==> src/rtl/seg7_scan_driver.sv <==
// seg7_scan_driver: 8-digit multiplexed seven-segment driver with frame-aligned word commit
// Optional LEADING_ZERO_BLANK_EN suppresses leading zero digits (digit 0 always shown)
module seg7_scan_driver #(
  parameter int SCAN_DIV = 12500,
  parameter int BLANK_CYCLES = 250
) (
  input  logic        clk,
  input  logic        rst,
  input  logic        in_valid,
  output logic        in_ready,
  input  logic [31:0] in_digits,
  input  logic [7:0]  in_dp,
  input  logic [7:0]  in_en,
  output logic [6:0]  seg,
  output logic        dp,
  output logic [7:0]  an,
  output logic        frame_done
);
  localparam int CW = $clog2(SCAN_DIV);
  localparam logic [CW-1:0] LAST = CW'(SCAN_DIV - 1);
  localparam logic [CW-1:0] BLAST = CW'(BLANK_CYCLES - 1);
  typedef enum logic {BLANK, SHOW} state_t;
  state_t st, st_n;
  logic [CW-1:0] cnt, cnt_n;
  logic [2:0] idx, idx_n;
  logic full, commit, lit, dp_n, fd_n;
  logic [31:0] pd, ad, ad_n;
  logic [7:0] pdp, pen, adp, aen, adp_n, aen_n, an_n;
  logic [6:0] seg_n;
  logic [3:0] nib;
  function automatic logic [6:0] hex7(input logic [3:0] h);
    case (h)
      4'h0: hex7 = 7'h40;
      4'h1: hex7 = 7'h79;
      4'h2: hex7 = 7'h24;
      4'h3: hex7 = 7'h30;
      4'h4: hex7 = 7'h19;
      4'h5: hex7 = 7'h12;
      4'h6: hex7 = 7'h02;
      4'h7: hex7 = 7'h78;
      4'h8: hex7 = 7'h00;
      4'h9: hex7 = 7'h10;
      4'hA: hex7 = 7'h08;
      4'hB: hex7 = 7'h03;
      4'hC: hex7 = 7'h46;
      4'hD: hex7 = 7'h21;
      4'hE: hex7 = 7'h06;
      default: hex7 = 7'h0E;
    endcase
  endfunction
  always_ff @(posedge clk or posedge rst) begin
    if (rst) begin
      st <= BLANK;
      cnt <= '0;
      idx <= '0;
    end else begin
      st <= st_n;
      cnt <= cnt_n;
      idx <= idx_n;
    end
  end
  always_comb begin
    cnt_n = (cnt == LAST) ? '0 : cnt + 1'b1;
    idx_n = (cnt == LAST) ? idx + 3'd1 : idx;
    st_n = (cnt == LAST) ? BLANK : (cnt == BLAST) ? SHOW : st;
  end
  // outputs are built from the next state so they line up with the state register
  always_comb begin
    commit = frame_done & full;
    ad_n = commit ? pd : ad;
    adp_n = commit ? pdp : adp;
    aen_n = commit ? pen : aen;
    nib = ad_n[{idx_n, 2'b00} +: 4];
    fd_n = (idx_n == 3'd7) && (cnt_n == LAST);
  end
`ifdef LEADING_ZERO_BLANK_EN
  logic [31:0] mw;
  logic [7:0] nz;
  always_comb begin
    mw = '0;
    nz = '0;
    for (int k = 0; k < 8; k++) mw[4*k +: 4] = ad_n[4*k +: 4] & {4{aen_n[k]}};
    for (int k = 0; k < 8; k++) nz[k] = |(mw >> (4*k));
  end
  assign lit = (st_n == SHOW) && aen_n[idx_n] && ((idx_n == 3'd0) || nz[idx_n]);
`else
  assign lit = (st_n == SHOW) && aen_n[idx_n];
`endif
  always_comb begin
    an_n = lit ? ~(8'd1 << idx_n) : 8'hFF;
    seg_n = lit ? hex7(nib) : 7'h7F;
    dp_n = lit ? ~adp_n[idx_n] : 1'b1;
  end
  always_ff @(posedge clk or posedge rst) begin
    if (rst) begin
      full <= 1'b0;
      pd <= '0;
      pdp <= '0;
      pen <= '0;
      ad <= '0;
      adp <= '0;
      aen <= '0;
      an <= 8'hFF;
      seg <= 7'h7F;
      dp <= 1'b1;
      frame_done <= 1'b0;
    end else begin
      if (in_valid && !full) begin
        full <= 1'b1;
        pd <= in_digits;
        pdp <= in_dp;
        pen <= in_en;
      end else if (commit) full <= 1'b0;
      ad <= ad_n;
      adp <= adp_n;
      aen <= aen_n;
      an <= an_n;
      seg <= seg_n;
      dp <= dp_n;
      frame_done <= fd_n;
    end
  end
  assign in_ready = ~full;
endmodule
==> config.mk <==
export PLATFORM = sky130hd
export DESIGN_NAME = seg7_scan_driver
export DESIGN_NICKNAME = d
export VERILOG_FILES = /design/src/rtl/seg7_scan_driver.sv
export SDC_FILE = /design/constraint.sdc
export NUM_CORES = 1
export LEC_CHECK = 0
export ABC_AREA = 1
export CAP_MARGIN = 20
export CELL_PAD_IN_SITES_DETAIL_PLACEMENT = 1
export CELL_PAD_IN_SITES_GLOBAL_PLACEMENT = 1
export CORE_ASPECT_RATIO = 1.5
export CORE_UTILIZATION = 49
export CTS_BUF_LIST = sky130_fd_sc_hd__clkbuf_4 sky130_fd_sc_hd__clkbuf_8
export DETAILED_ROUTE_END_ITERATION = 10
export PLACE_DENSITY_LB_ADDON = 0.1
export SLEW_MARGIN = 20
export SYNTH_ARGS = -nofsm -noshare
export SYNTH_HDL_FRONTEND = slang
export SYNTH_SLANG_ARGS = --single-unit
==> constraint.sdc <==
create_clock -name clk -period 14.9 [get_ports clk]
set_input_delay 3.725 -clock clk [delete_from_list [all_inputs] [get_ports clk]]
set_output_delay 3.725 -clock clk [all_outputs]
set_load 0.03 [all_outputs]
==> results.md <==
- Status: finished, final reports clean
- Worst clock skew: 0.0156 ns
- Max-slew violations: 0
- Area share of fa/ha/maj cells after synthesis: 0.0184
- CTS Hold Buffers Added: 0
- Reg2reg end: seg[3]
- Cell Rows: 49
- WL final: 13700 µm
- Post-synthesis compound-gate area fraction: 0.0547
- H-tree Lvls: 4
- Pin count of the biggest net entering global routing: 82
- RSZ-0062 raised after global routing: no
- Seq/Total Area, Yosys: 0.544
- Max cap viols: 0
- Die W: 93.2 µm
- Critical Path Start: full
- Worst Setup EP: in_ready
- Nets: 768
- Skew-Pair Late Insertion Delay: 0.43 ns
- Mux contribution to synthesized area: 0.101
- Crit path capture type: output pin
- Mean post-synth cell area: 9.53 µm²
- Fin crit share: 0.372
- I/O Pins: 69
- Worst rel slew slack: 0.512
- Antenna Violating Nets Remaining: 0
- CTS buffer count: 17
- Drt wl/cell: 15.7 µm
- Initial cell density of the core: 0.506
- Worst reg-to-reg setup slack: 11.59 ns
- Setup crit start kind: flop
- I/O Buffers: 68
- Mapped cell area: 0.00611 mm²
- Worst endpoint required time: 11.18 ns
- Power per cell area: 97.3 mW/mm²
- Clock slew at reported path FFs: 0.07 ns
- Post-Synth Simple-Gate Area: 0.209
- DRC Markers: 0
- Yosys cell types: 36
- Yosys warning count: 0
- Slew @ Worst Pin: 0.732 ns
- Post-synthesis net count: 701
- FFs w/ async S/R, synth: 1.00
- First-pass GRT wire length: 24100 µm
- Reg2reg start: cnt[0]
- Post-synth EDFFs: 0
- Cells after synthesis: 641
- Count leader, synth: nand2_1
- Final Util: 0.606
- ANT cells: 0
- Critical path arrival: 1.81 ns
- Setup TNS: 0 ns
- Static leakage: 3.78 nW
- Critical path class: reg2out
- Die ar.: 0.0129 mm²
- Via density: 5.19
- Gr usage total: 0.238
- Root Driver: clkbuf_8
- Hold WC Path Type: reg2reg
- GPL Wtd Cong: 0.780
- Share of cells above drive strength 1: 0.187
- Clk sink count: 132
- Synth area leader: dfrtp_1
- Largest family of logic cells by synthesized area: simple AND/OR/NAND/NOR gates
- Yosys reg bits: 132
- DIE HEIGHT: 139 µm
- Top cell type's share of synthesized area: 0.475
- Core area: 0.0121 mm²
- R2R cell count: 15
- VDD IR max: 63.5 µV
- Main synth FF type: dfrtp_1
- Non-Filler Instances: 874
- Placed Cells incl. Taps: 842
- Hold WS: 0.482 ns
- Setup bufs post-CTS: 0
- Initial DRC count: 162
- Max Clk Rate: 181 MHz
- Final setup margin: 9.36 ns
- Tmin final: 5.54 ns
- Hold Fails Final Rpt: 0
- Vias in the first global route: 5100
- Vias post-DR: 4537
- TritonCTS clock tree: yes
- Max Fanout on Critical Path: 8
- Post_cts resized: 0
- Pre-CTS WS: 9.19 ns
- Final setup fails: 0
- Top post-synthesis cells by count: 158 x nand2_1, 116 x dfrtp_1, 66 x inv_1
- Initial antenna violation count: 0
- XOR/XNOR Fraction of Synth Area: 0.00573
- Max clock buf depth: 2
- DP HPWL: 9460 µm
- Area grow syn2layout: 19.9%
- Grt total ovfl: 0
- Synth area leaders: dfrtp_1 48%, mux2_2 10%, nand2_1 9.7%
- Drt first pass iters: 4
stage by stage:
| stage | cell area, µm² | total power [mW] |
|---|---|---|
| floorplan | 6110 | 0.370 |
| global placement | 6870 | 0.385 |
| detailed placement | 6870 | 0.386 |
| CTS | 7320 | 0.721 |
| global route | 7320 | 0.738 |
| finish | 7320 | 0.713 |
cells by family (layout without fill, tap and decap cells):
logic type               after synthesis  count (layout)
XOR/XNOR                               4               4
multiplexers                          55              55
flip-flops                           132             132
buffers and inverters                 95             175
adder cells (fa/ha/maj)                9               9
AND/OR/NAND/NOR                      286             286
AO/OA/AOI/OAI                         60              60
cell usage in the layout (no fill, tap or decap), types with 2 or more instances in the layout:
master and count:
and2_1 2, nand3_2 2, buf_4 2, inv_1 65, a21oi_1 15, nand2_4 4
nor2_4 3, nand2_2 7, dfstp_2 16, nand2_1 157, dfrtp_1 116, mux2_2 55
nand3_1 54, clkbuf_4 2, clkbuf_8 19, clkdlybuf4s50_1 68, nor2_1 46, nor3_1 5
clkinv_4 3, ha_1 9, nand3_4 2, o22ai_1 2, o21ai_1 4, o21ai_0 33
clkinvlp_4 2, xor2_1 3, bufinv_16 4, inv_2 6
power by group:
part	total [mW]	internal [mW]	switching, mW
clock	0.335	0.196	0.138
sequential	0.358	0.358	0
combinational	0.0201	0.0117	0.00839
total	0.713	0.566	0.147
critical path, stage by stage, from the launching register on:
cell,delay [ns]
dfrtp_1,0.50
inv_1,0.19
clkdlybuf4s50_1,0.70
final cells by class:
cell class,instances,area [µm²]
timing repair buffer,71,707
tap,153,191
inverter,72,273
multi-input combinational,414,2380
clock inverter,11,175
sequential,132,3320
clock buffer,21,277
fill,1379,4750
state kept, by name (all words and copies together) (netlist names):
signal and count:
ad 32, pd 32, cnt 14, adp 8, aen 8, an 8
pdp 8, pen 8, seg 7, idx 3, dp 1, frame_done 1
full 1, st 1
how the worst min path moves through the flow:
stage / from / end / slack, ns / depth (start not counted)
after floorplan: ad[0] / ad[0] / 0.44 / 2
after global placement: ad[0] / ad[0] / 0.46 / 2
after detailed placement: ad[0] / ad[0] / 0.47 / 2
after CTS: ad[2] / ad[2] / 0.49 / 2
after global routing: ad[0] / ad[0] / 0.50 / 2
final: ad[10] / ad[10] / 0.48 / 2
layer usage:
layer  global-route usage  vias to the layer above  routed length [µm]
met5                    0                        -                   0
met4                0.101                        0                 367
met3               0.0433                       28                 369
met1                0.277                     2254                5480
met2                0.421                       74                7470
li1                     -                     2181                   -
(Power assumes the default switching activity.)
